**config.mk**
```make
export PLATFORM = sky130hd
export DESIGN_NAME = life_bank_ctrl
export DESIGN_NICKNAME = d
export VERILOG_FILES = /design/src/rtl/life_bank_ctrl.sv
export SDC_FILE = /design/constraint.sdc
export NUM_CORES = 1
export LEC_CHECK = 0
export CAP_MARGIN = 10
export CORE_ASPECT_RATIO = 1.2
export CORE_MARGIN = 2
export CORE_UTILIZATION = 55
export DETAILED_ROUTE_END_ITERATION = 12
export DONT_BUFFER_PORTS = 1
export PLACE_DENSITY_LB_ADDON = 0.05
export SETUP_SLACK_MARGIN = 0.2
export SLEW_MARGIN = 30
export SYNTH_ARGS = -nofsm -noshare
export SYNTH_HDL_FRONTEND = slang
export SYNTH_SLANG_ARGS = --single-unit
```
**constraint.sdc**
```tcl
create_clock -name clk_vga -period 3.2 [get_ports clk_vga]
set_input_delay 0.64 -clock clk_vga [delete_from_list [all_inputs] [get_ports clk_vga]]
set_output_delay 0.64 -clock clk_vga [all_outputs]
set_load 0.02 [all_outputs]
```
**src/rtl/life_bank_ctrl.sv**
```systemverilog
// life_bank_ctrl: run/pause/clear sequencer for the Game-of-Life ping-pong cell RAMs.
// Issues one generation per tick to the Round engine, swaps read/write banks only in
// vblank after a generation completes, and sweeps a fill value into all banks on clear.
// Optional build macro: LIFE_SEED_LFSR_EN selects a pseudo-random LFSR fill instead of
// an all-alive fill.
module life_bank_ctrl #(
  parameter int ADDR_W   = 24,
  parameter int CELLS    = 120000,
  parameter int TICK_DIV = 5000000
) (
  input  logic              clk_vga,
  input  logic              reset_btn,
  input  logic              start_btn,
  input  logic              pause_btn,
  input  logic              vblank_pulse,
  input  logic              evo_done,
  output logic              evo_start,
  output logic              bank_sel,
  output logic              init_wren,
  output logic [ADDR_W-1:0] init_addr,
  output logic              init_data,
  output logic [1:0]        state,
  output logic              busy,
  output logic              overrun,
  output logic [15:0]       gen_count
);

  typedef enum logic [1:0] {
    ST_IDLE  = 2'd0,
    ST_CLEAR = 2'd1,
    ST_RUN   = 2'd2,
    ST_PAUSE = 2'd3
  } state_t;

  localparam int TICK_W = (TICK_DIV > 2) ? $clog2(TICK_DIV) : 1;
  localparam logic [ADDR_W-1:0] LAST_ADDR = ADDR_W'(CELLS - 1);
  localparam logic [ADDR_W-1:0] ADDR_ONE  = ADDR_W'(1);
  localparam logic [TICK_W-1:0] TICK_LAST = TICK_W'(TICK_DIV - 1);
  localparam logic [TICK_W-1:0] TICK_ONE  = TICK_W'(1);

  state_t            state_q;
  logic              start_q;
  logic              pause_q;
  logic [TICK_W-1:0] tick_cnt;
  logic              tick_pend;
  logic              swap_pend;

  logic start_rise;
  logic pause_rise;
  logic tick_hit;
  logic launch;
  logic done_ok;
  logic do_swap;

  // A tick that expires this cycle can launch immediately; a blocked tick waits in
  // tick_pend (one deep). A pause edge in the same cycle suppresses the launch.
  assign start_rise = start_btn & ~start_q;
  assign pause_rise = pause_btn & ~pause_q;
  assign tick_hit   = (state_q == ST_RUN) && (tick_cnt == TICK_LAST);
  assign launch     = (state_q == ST_RUN) && !pause_rise && (tick_pend || tick_hit)
                      && !busy && !swap_pend;
  assign done_ok    = evo_done && busy;
  assign do_swap    = vblank_pulse && (swap_pend || done_ok);

  assign state = state_q;

  // Main sequencer: mode FSM, clear sweep, tick counter, launch/complete/swap bookkeeping.
  always_ff @(posedge clk_vga or posedge reset_btn) begin
    if (reset_btn) begin
      state_q   <= ST_IDLE;
      start_q   <= 1'b0;
      pause_q   <= 1'b0;
      tick_cnt  <= '0;
      tick_pend <= 1'b0;
      swap_pend <= 1'b0;
      evo_start <= 1'b0;
      bank_sel  <= 1'b0;
      init_wren <= 1'b0;
      init_addr <= '0;
      busy      <= 1'b0;
      overrun   <= 1'b0;
      gen_count <= '0;
    end else begin
      start_q   <= start_btn;
      pause_q   <= pause_btn;
      evo_start <= 1'b0;

      case (state_q)
        ST_IDLE: begin
          if (start_rise) begin
            state_q   <= ST_CLEAR;
            bank_sel  <= 1'b0;
            gen_count <= '0;
            overrun   <= 1'b0;
            init_addr <= '0;
            init_wren <= 1'b1;
            tick_cnt  <= '0;
            tick_pend <= 1'b0;
            swap_pend <= 1'b0;
            busy      <= 1'b0;
          end
        end
        ST_CLEAR: begin
          if (init_addr == LAST_ADDR) begin
            init_wren <= 1'b0;
            init_addr <= '0;
            state_q   <= ST_RUN;
          end else begin
            init_addr <= init_addr + ADDR_ONE;
          end
        end
        ST_RUN: begin
          if (pause_rise) begin
            state_q <= ST_PAUSE;
          end
        end
        ST_PAUSE: begin
          if (start_rise) begin
            state_q <= ST_RUN;
          end
        end
        default: state_q <= ST_IDLE;
      endcase

      if (state_q == ST_RUN) begin
        tick_cnt <= tick_hit ? '0 : (tick_cnt + TICK_ONE);
      end

      if (launch) begin
        tick_pend <= 1'b0;
      end else if (tick_hit) begin
        tick_pend <= 1'b1;
      end

      if (tick_hit && (tick_pend || busy || swap_pend)) begin
        overrun <= 1'b1;
      end

      if (launch) begin
        evo_start <= 1'b1;
        busy      <= 1'b1;
      end else if (done_ok) begin
        busy <= 1'b0;
      end

      if (do_swap) begin
        swap_pend <= 1'b0;
        bank_sel  <= ~bank_sel;
        gen_count <= gen_count + 16'd1;
      end else if (done_ok) begin
        swap_pend <= 1'b1;
      end
    end
  end

`ifdef LIFE_SEED_LFSR_EN
  localparam logic [15:0] LFSR_SEED = 16'hACE1;

  logic [15:0] lfsr;
  logic        lfsr_fb;

  assign lfsr_fb = lfsr[0] ^ lfsr[2] ^ lfsr[3] ^ lfsr[5];

  // Fill pattern generator: reseeded on each clear so every fill is identical.
  always_ff @(posedge clk_vga or posedge reset_btn) begin
    if (reset_btn) begin
      lfsr <= LFSR_SEED;
    end else if ((state_q == ST_IDLE) && start_rise) begin
      lfsr <= LFSR_SEED;
    end else if (init_wren) begin
      lfsr <= {lfsr_fb, lfsr[15:1]};
    end
  end

  assign init_data = init_wren & lfsr[0];
`else
  assign init_data = init_wren;
`endif

endmodule
```
==> summary by stage, run 1 <==
Setup path
The worst register-to-register path has a depth of 6. By startpoint and endpoint, the worst setup path is classified as reg -> reg. The kind of start point of the critical path is a flop. In this run the worst path has a maximum fanout of 14. At the worst endpoint, the arrival time is 2.66 ns. The endpoint required time on the critical path is 3.44 ns. The capturing element type of the critical path is a flop.

Floorplan
The number of rows created at floorplan is 33. The die span in y is 97.0 um. 54 I/O pins were placed. The effective utilization at floorplan is 57.5%. The floorplan step defined a die boundary enclosing 7900 um^2. The overall die width is 81.5 um. The placeable core region is 6900 um^2.

Logic synthesis
The top flip-flop cell by instance count after synthesis is dfrtp_1. The flip-flop and latch count after synthesis is 74. In this run the mean area of a mapped cell was 9.03 um^2. The count of yosys warnings during synthesis is 0.

Summing every instance area after synthesis gives 3960 um^2. The count of distinct cell types in the synthesized netlist is 52. The synthesized net count is 448. The share of flip-flops with an asynchronous set or reset after synthesis is 100%. The sequential cell area fraction in the yosys report is 46.7%. The count of flip-flops with a built-in enable after synthesis is 0. Counting every instance in the synthesized netlist gives 439.

STA
The final critical-path share of the clock period is 75.6%. The max-slew violation count is 0. The number of failing hold endpoints at the final stage is 0.

Adding up every negative setup slack in the final design gives 0 ns. The clock arrives with 0.0115 ns of skew. Setup repair after global routing left no endpoint under its margin. The headroom to the max-slew limit is 37.8%. Subtracting the final worst setup slack from the clock period gives 2.42 ns.

Setup violations remaining at the end of the flow were counted as 0. The maximum operating frequency is 413 MHz. The worst-margin pin slew is 0.933 ns.

Layout
The library cells used most frequently in the layout, excluding fill and tap cells, are dfrtp_1 (74), nand2_1 (56), nand3_1 (32), o21ai_0 (32), a21oi_1 (28). Summing all multi-input logic gate instances after layout gives 1950 um^2. The number of diodes is 0. After routing the design area is 4240 um^2. Leaving out fill and tap cells, the most frequent cell in the layout is dfrtp_1. The post-layout net count is 449. Relative to the synthesized area, the layout overhead comes to 6.91%. The filler cells instantiated in the layout total 605.

In the final layout, the share of cells above drive strength 1 is 9.68%. The combined flip-flop and latch cell area is 1850 um^2.

Routing
In the detailed route, the total length drawn on met3 is 594 um. In the final routing, the length of wire on met1 measures 3590 um. The remaining antenna violation count after routing is 0. Signal routing reaches up to met4. The routed layout has 3385 vias. The iteration-0 DRC count of the detailed router is 218.

The length of the first detailed-routing pass in iterations is 4. Wire segments on met2 add up to 4740 um in the final route. The final routed wirelength across all metal layers is 9140 um. The detail-routed via count per cell is 6.37.

The DRC violation count after routing is 0. The average wire per standard cell is 17.2 um.

Power
Across the VDD grid, the largest voltage drop is 0.297 mV. The reported leakage power is 1.79 nW. Power spread over the standard cell area amounts to 577 nW/um^2.

GRT
The via count of the first global-routing pass is 3214. In the global route stage, overall resource usage came out at 24.6%. Summed over all layers, the global routing overflow is 0. The first global-routing pass estimated 15200 um of wire.

Entering global routing, the biggest net connects 35 pins. The number of antenna violations at the first check in global routing came to 0.

Clock tree
The maximum number of buffers from clock root to sink is 2. The clock-pin slew of the registers on the worst-case setup and hold paths is 0.08 ns. The TritonCTS clock tree is yes. Clock latency on the worst-skew pair, taken at its later pin, is 0.35 ns. The quantity of hold-fixing buffers added after cts is 0.

The number of sinks driven by the clock tree is 74. The number of setup buffers added after CTS is 0. The total CTS buffers is 9. The tree is rooted in a clkbuf_8.

The clock tree synthesis step divided the H-tree into 3 levels. The post-CTS resize count is 0.

Place
The count of buffers added on input and output ports is 0. Summing all placed instances gives a cell area of 4020 um^2. The HPWL after detailed placement is 6520 um.

The global placer's final weighted congestion is 0.890.

Flow run
The tool flagged a number of max-cap violations equal to 0.

Status
The flow ran to the end, and the final reports show no timing, DRC or antenna violations.

Min path
The worst hold-check path type is in -> async.
power by group:
group | internal (mW) | leakage (nW) | switching [mW]
combinational | 0.132 | 0.681 | 0.163
clock | 0.455 | 0.112 | 0.346
sequential | 1.05 | 0.998 | 0.294
total | 1.64 | 1.79 | 0.803
path summary, 6_finish.rpt:
path	from	end	slack (ns)
worst max register to register	init_addr[13]	init_addr[10]	0.78
min in group clk_vga	pause_btn	pause_q	0.31
worst min register to register	tick_cnt[8]	tick_cnt[8]	0.51
worst max-delay path	init_addr[13]	init_addr[10]	0.78
worst min-delay path	reset_btn	init_addr[19]	0.24
max in group asynchronous	reset_btn	tick_cnt[9]	2.18
cell families (layout without fill, tap and decap cells):
family,after synthesis,in the layout,share of synthesized area [%]
adders and majority gates,3,3,0.947
muxes,10,10,2.56
and+or+nand+nor,197,197,26.2
xor gates and xnor gates,5,5,1.11
AOI/OAI and AO/OA,116,116,18.3
buffers and inverters,34,39,4.17
DFF,74,74,46.7
Yosys cell counts, drive strengths merged (2+ instances only):
| cell type | number | share of area [%] |
|---|---|---|
| o31ai | 6 | 1.1 |
| clkbuf | 8 | 0.85 |
| inv | 18 | 1.7 |
| nor2b | 2 | 0.32 |
| a22o | 5 | 1.1 |
| a21o | 7 | 1.3 |
| o21ai | 34 | 4.6 |
| dfrtp | 74 | 47 |
| nand2b | 4 | 0.63 |
| xnor2 | 4 | 0.88 |
| o211ai | 8 | 1.5 |
| nand3 | 32 | 4.0 |
| a31o | 2 | 0.44 |
| or3 | 10 | 1.8 |
| ha | 3 | 0.95 |
| and3 | 13 | 2.1 |
| and2 | 2 | 0.32 |
| o21a | 2 | 0.38 |
| a41oi | 4 | 0.88 |
| a21oi | 28 | 3.5 |
| nand3b | 2 | 0.38 |
| nor4 | 7 | 1.1 |
| mux2i | 9 | 2.3 |
| nand4 | 15 | 2.4 |
| nor4b | 3 | 0.66 |
| nor3 | 8 | 1.0 |
| a31oi | 16 | 2.5 |
| or4 | 6 | 1.3 |
| and4 | 5 | 1.1 |
| or2 | 4 | 0.63 |
| nand2 | 56 | 5.3 |
| nor2 | 24 | 2.3 |
| buf | 8 | 1.6 |
area by class of cell:
type | instances | area share [%]
repair buffers | 6 | 1.06
multi-input cells | 331 | 46.0
clock buffers | 10 | 3.25
flip-flops and latches | 74 | 43.7
inverters | 18 | 1.59
well taps | 87 | 2.57
clock inverters | 5 | 1.86
flip-flops by register name, summed over array words and instances (netlist names):
signal	count
busy	1
init_addr	24
state	2
gen_count	16
tick_cnt	23
evo_start	1
overrun	1
bank_sel	1
start_q	1
tick_pend	1
init_data	1
swap_pend	1
pause_q	1
stage by stage:
step                      power [mW]  utilization (%)  worst slack [ns]  cells  hold WS, ns
after floorplan                 1.57                -             0.678    439        0.467
final                           2.44             61.4             0.780    531        0.244
after detailed placement        1.66             58.3             0.630    516        0.501
after global routing            2.58             61.4             0.567    531        0.282
after global placement          1.64             58.3             0.702    516        0.489
after CTS                       2.47             61.4             0.615    531        0.254
critical path: stages (launching register included):
cell and delay, ns:
dfrtp_1 0.53, or4_1 0.61, nor4_1 0.28, a21oi_1 0.29, buf_4 0.28, a21o_1 0.17
a21o_1 0.16
layer usage:
metal / vias up / GRT usage, %
met5: - / 0
li1: 1628 / -
met3: 16 / 7.74
met2: 101 / 40.6
met1: 1640 / 29.7
met4: 0 / 8.60
(Power assumes the default switching activity.)
==> run 2: changes to the inputs <==
==> constraint.sdc (replaced) <==
create_clock -name clk_vga -period 2.25 [get_ports clk_vga]
set_input_delay 0.45 -clock clk_vga [delete_from_list [all_inputs] [get_ports clk_vga]]
set_output_delay 0.45 -clock clk_vga [all_outputs]
set_load 0.02 [all_outputs]
==> run 2 against run 1 <==
  * The flow now finishes with violations (negative hold slack)
  * Non-clock buffer count rose by 42
  * Clock power rose by 45%
  * Combinational power rose to 2.8 times the previous value
  * Sequential cell count did not move
  * Worst hold slack got worse by 0.24 ns
  * Via count rose by 5.9%
  * Register-to-register slack got worse by 0.60 ns
  * Clock skew barely moved
  * Count of clock-buffer cells in the layout did not move
  * Cell area rose by 13%
  * Fmax rose by 17%
  * Largest power group unchanged
  * Total power rose by 52%
==> summary by stage, run 2 (synthesized netlist as in run 1, its figures left out) <==
Layout
The finished layout holds 574 standard cells, fillers aside. In the final layout, the share of cells above drive strength 1 is 22.8%. The register with the most flip-flops in the layout has 24 of them. Relative to the synthesized area, the layout overhead comes to 20.3%. The leading cell type in the layout, fill and taps excluded is dfrtp_1.

The number of diodes is 0. The net count of the finished layout is 491. The largest registers in the layout are init_addr (24), tick_cnt (23), gen_count (16). The library cells used most frequently in the layout, excluding fill and tap cells, are dfrtp_1 (66), nand2_1 (56), buf_4 (42).

The layout has 525 filler cells. The register with the highest flop count is init_addr.

Floorplan
Measured along the y axis, the die boundary spans 97.0 um. The I/O pin count is 54. The floorplan step defined a die boundary enclosing 7900 um^2.

Once the floorplan was initialized, standard cells occupied 57.5% of the core. The floorplan has 33 rows. The overall die width is 81.5 um. The total area inside the core boundary comes to 6900 um^2.

GRT
The number of antenna violations at the first check in global routing is 0. The total congestion overflow after global routing is 0. The global-route wire length before repair is 16000 um.

The via count of the first global-routing pass was 3377. The pin count of the biggest net entering global routing is 54. The total global-route track usage is 26.1%.

Setup path
By instance count, the cell type seen most on the critical path is or4_4. Data arrives at the worst endpoint at 2.31 ns. The maximum fanout encountered on the critical timing path is 8.

For the worst setup path, the data required time is 2.49 ns. STA classifies the critical path startpoint as a flop. The cell type of the slowest stage on the worst timing path is or4_4. The capturing element type of the critical path is a flop. Walking the worst path, the cells encountered are or4_4 > or4_4 > o21ai_4 > clkbuf_16 > or2_4 > mux2i_1. The largest single stage delay on the critical path is 0.54 ns.

The critical path in this run is classified as reg -> reg.

STA
The worst clock skew on the final layout is 0.0119 ns. The headroom to the max-slew limit is 56.5%. Setup repair after global routing could not meet its margin everywhere. The number of failing hold endpoints at the final stage is 2. The max-slew violation count is 0. The worst-margin pin slew is 0.649 ns. Static timing analysis puts the maximum clock frequency at 484 MHz.

The routed design could run at a clock period as short as 2.07 ns. The tightest hold path in the finished design has a slack of -0.000882 ns. In the finished design, the share of the clock period the worst path needs comes to 91.8%.

Setup total negative slack on the finished layout was measured at 0 ns. Setup violations remaining at the end of the flow were counted as 0.

Routing
After detailed routing, the number of vias per cell comes to 6.25. Dividing the detail-routed wire length by the instance count gives 17.2 um. The total number of vias is 3585. The length of the first detailed-routing pass in iterations is 5. The met3 wirelength from detailed routing is 542 um. The first routing iteration left 256 violations.

Wire segments on met2 add up to 4960 um in the final route. The highest metal layer carrying signal wires in the routed design is met4. The remaining antenna violation count after routing is 0.

The final routed wirelength across all metal layers is 9900 um. The total routed wire length on the met1 layer is 4090 um. The DRC violation count after routing is 0.

Clock tree
The longest clock path from root to sink contains 2 buffers. The number of sinks driven by the clock tree is 74. Buffers inserted during clock tree synthesis total 9. The depth of the CTS H-tree is 3.

The cell sitting at the root of the clock tree is a clkbuf_8. The clock latency on the worst-skew pair is 0.36 ns. The clock-pin slew of the registers on the worst-case setup and hold paths is 0.08 ns. TritonCTS built the clock tree.

Power
The maximum VDD drop is 0.466 mV. The power per cell area is 778 nW/um^2. For this design the static power due to leakage is 2.04 nW.

The overall power of the completed layout is 3.71 mW.

Flow run
Across the run, the number of max-cap violations was 0.

Place
The placed wire-length estimate is 6850 um. The global placer's final weighted congestion is 0.874. Input and output buffers added on the ports amount to 0. The number of cells in the design after placement is 550.

Status
The run finished, with violations left. The final reports fail on negative hold slack.

Min path
In this run the worst hold path is classified as in -> async.
-- run 2: cell count changes in the layout (fill, tap and decap cells not counted), moves of 4 or more --
cell / previous run / this run
buf_4: 6 / 42
dfrtp_2: 0 / 8
clkinvlp_4: 0 / 4
nand3_2: 0 / 4
dfrtp_1: 74 / 66
nand3_1: 32 / 28
o21ai_0: 32 / 27
or3_2: 7 / 2
or3_4: 0 / 5
-- run 2: through the flow --
step | area (um^2) | hold WS (ns) | utilization [%] | setup WS (ns)
2_1_floorplan | 4010 | 0.467 | - | 0.157
3_3_place_gp | 4340 | 0.387 | 62.9 | 0.213
3_5_place_dp | 4340 | 0.395 | 62.9 | 0.162
4_1_cts | 4580 | 0.00341 | 66.5 | 0.211
5_1_grt | 4770 | 0.0222 | 69.1 | 0.125
6_report | 4770 | -0.000882 | 69.1 | 0.184
-- run 2: path summary, 6_finish.rpt --
path / from / end / slack, ns / cells past startpoint
worst max-delay path: init_addr[21] / init_addr[8] / 0.18 / 6
worst min-delay path: reset_btn / init_addr[10] / -0.0009 / 1
worst max register to register: init_addr[21] / init_addr[8] / 0.18 / 6
worst min register to register: tick_cnt[8] / tick_cnt[8] / 0.51 / 1
max in group asynchronous: reset_btn / init_addr[13] / 1.61 / 2
min in group clk_vga: pause_btn / pause_q / 0.11 / 0
-- run 2: worst max-delay path, delay by kind of cell, from the launching register on --
kind / cells / cell delay (ns)
buf+inv: 1 / 0.19
flops: 1 / 0.41
compound gates: 1 / 0.21
mux: 1 / 0.05
simple gates: 3 / 1.09
-- run 2: metal layers --
layer / up-vias / global-route usage (%)
met2: 109 / 42.1
met5: - / 0
met1: 1744 / 32.3
li1: 1708 / -
met4: 0 / 10.7
met3: 24 / 7.37
-- run 2: area by class of cell --
type                            instances  area, um^2  area share [%]
Clock buffer                           10         128            2.68
Tap cell                               87         109            2.28
Multi-Input combinational cell        331        2100            44.0
Timing Repair Buffer                   48         408            8.56
Sequential cell                        74        1860            39.1
Inverter                               18        71.3            1.50
Clock inverter                          6        91.3            1.92
-- run 2: report_power, final --
group	leakage (nW)	internal, mW	switching [mW]	total, mW
Clock	0.0991	0.628	0.530	1.16
Combinational	0.958	0.341	0.498	0.839
Sequential	0.987	1.50	0.207	1.71
-- run 2: what timing repair did --
item,CTS,global route
setup endpoints to repair,9,26
gates cloned,0,2
hold buffers,0,0
resized for setup,2,33
setup buffers,2,4
pin swaps,0,13
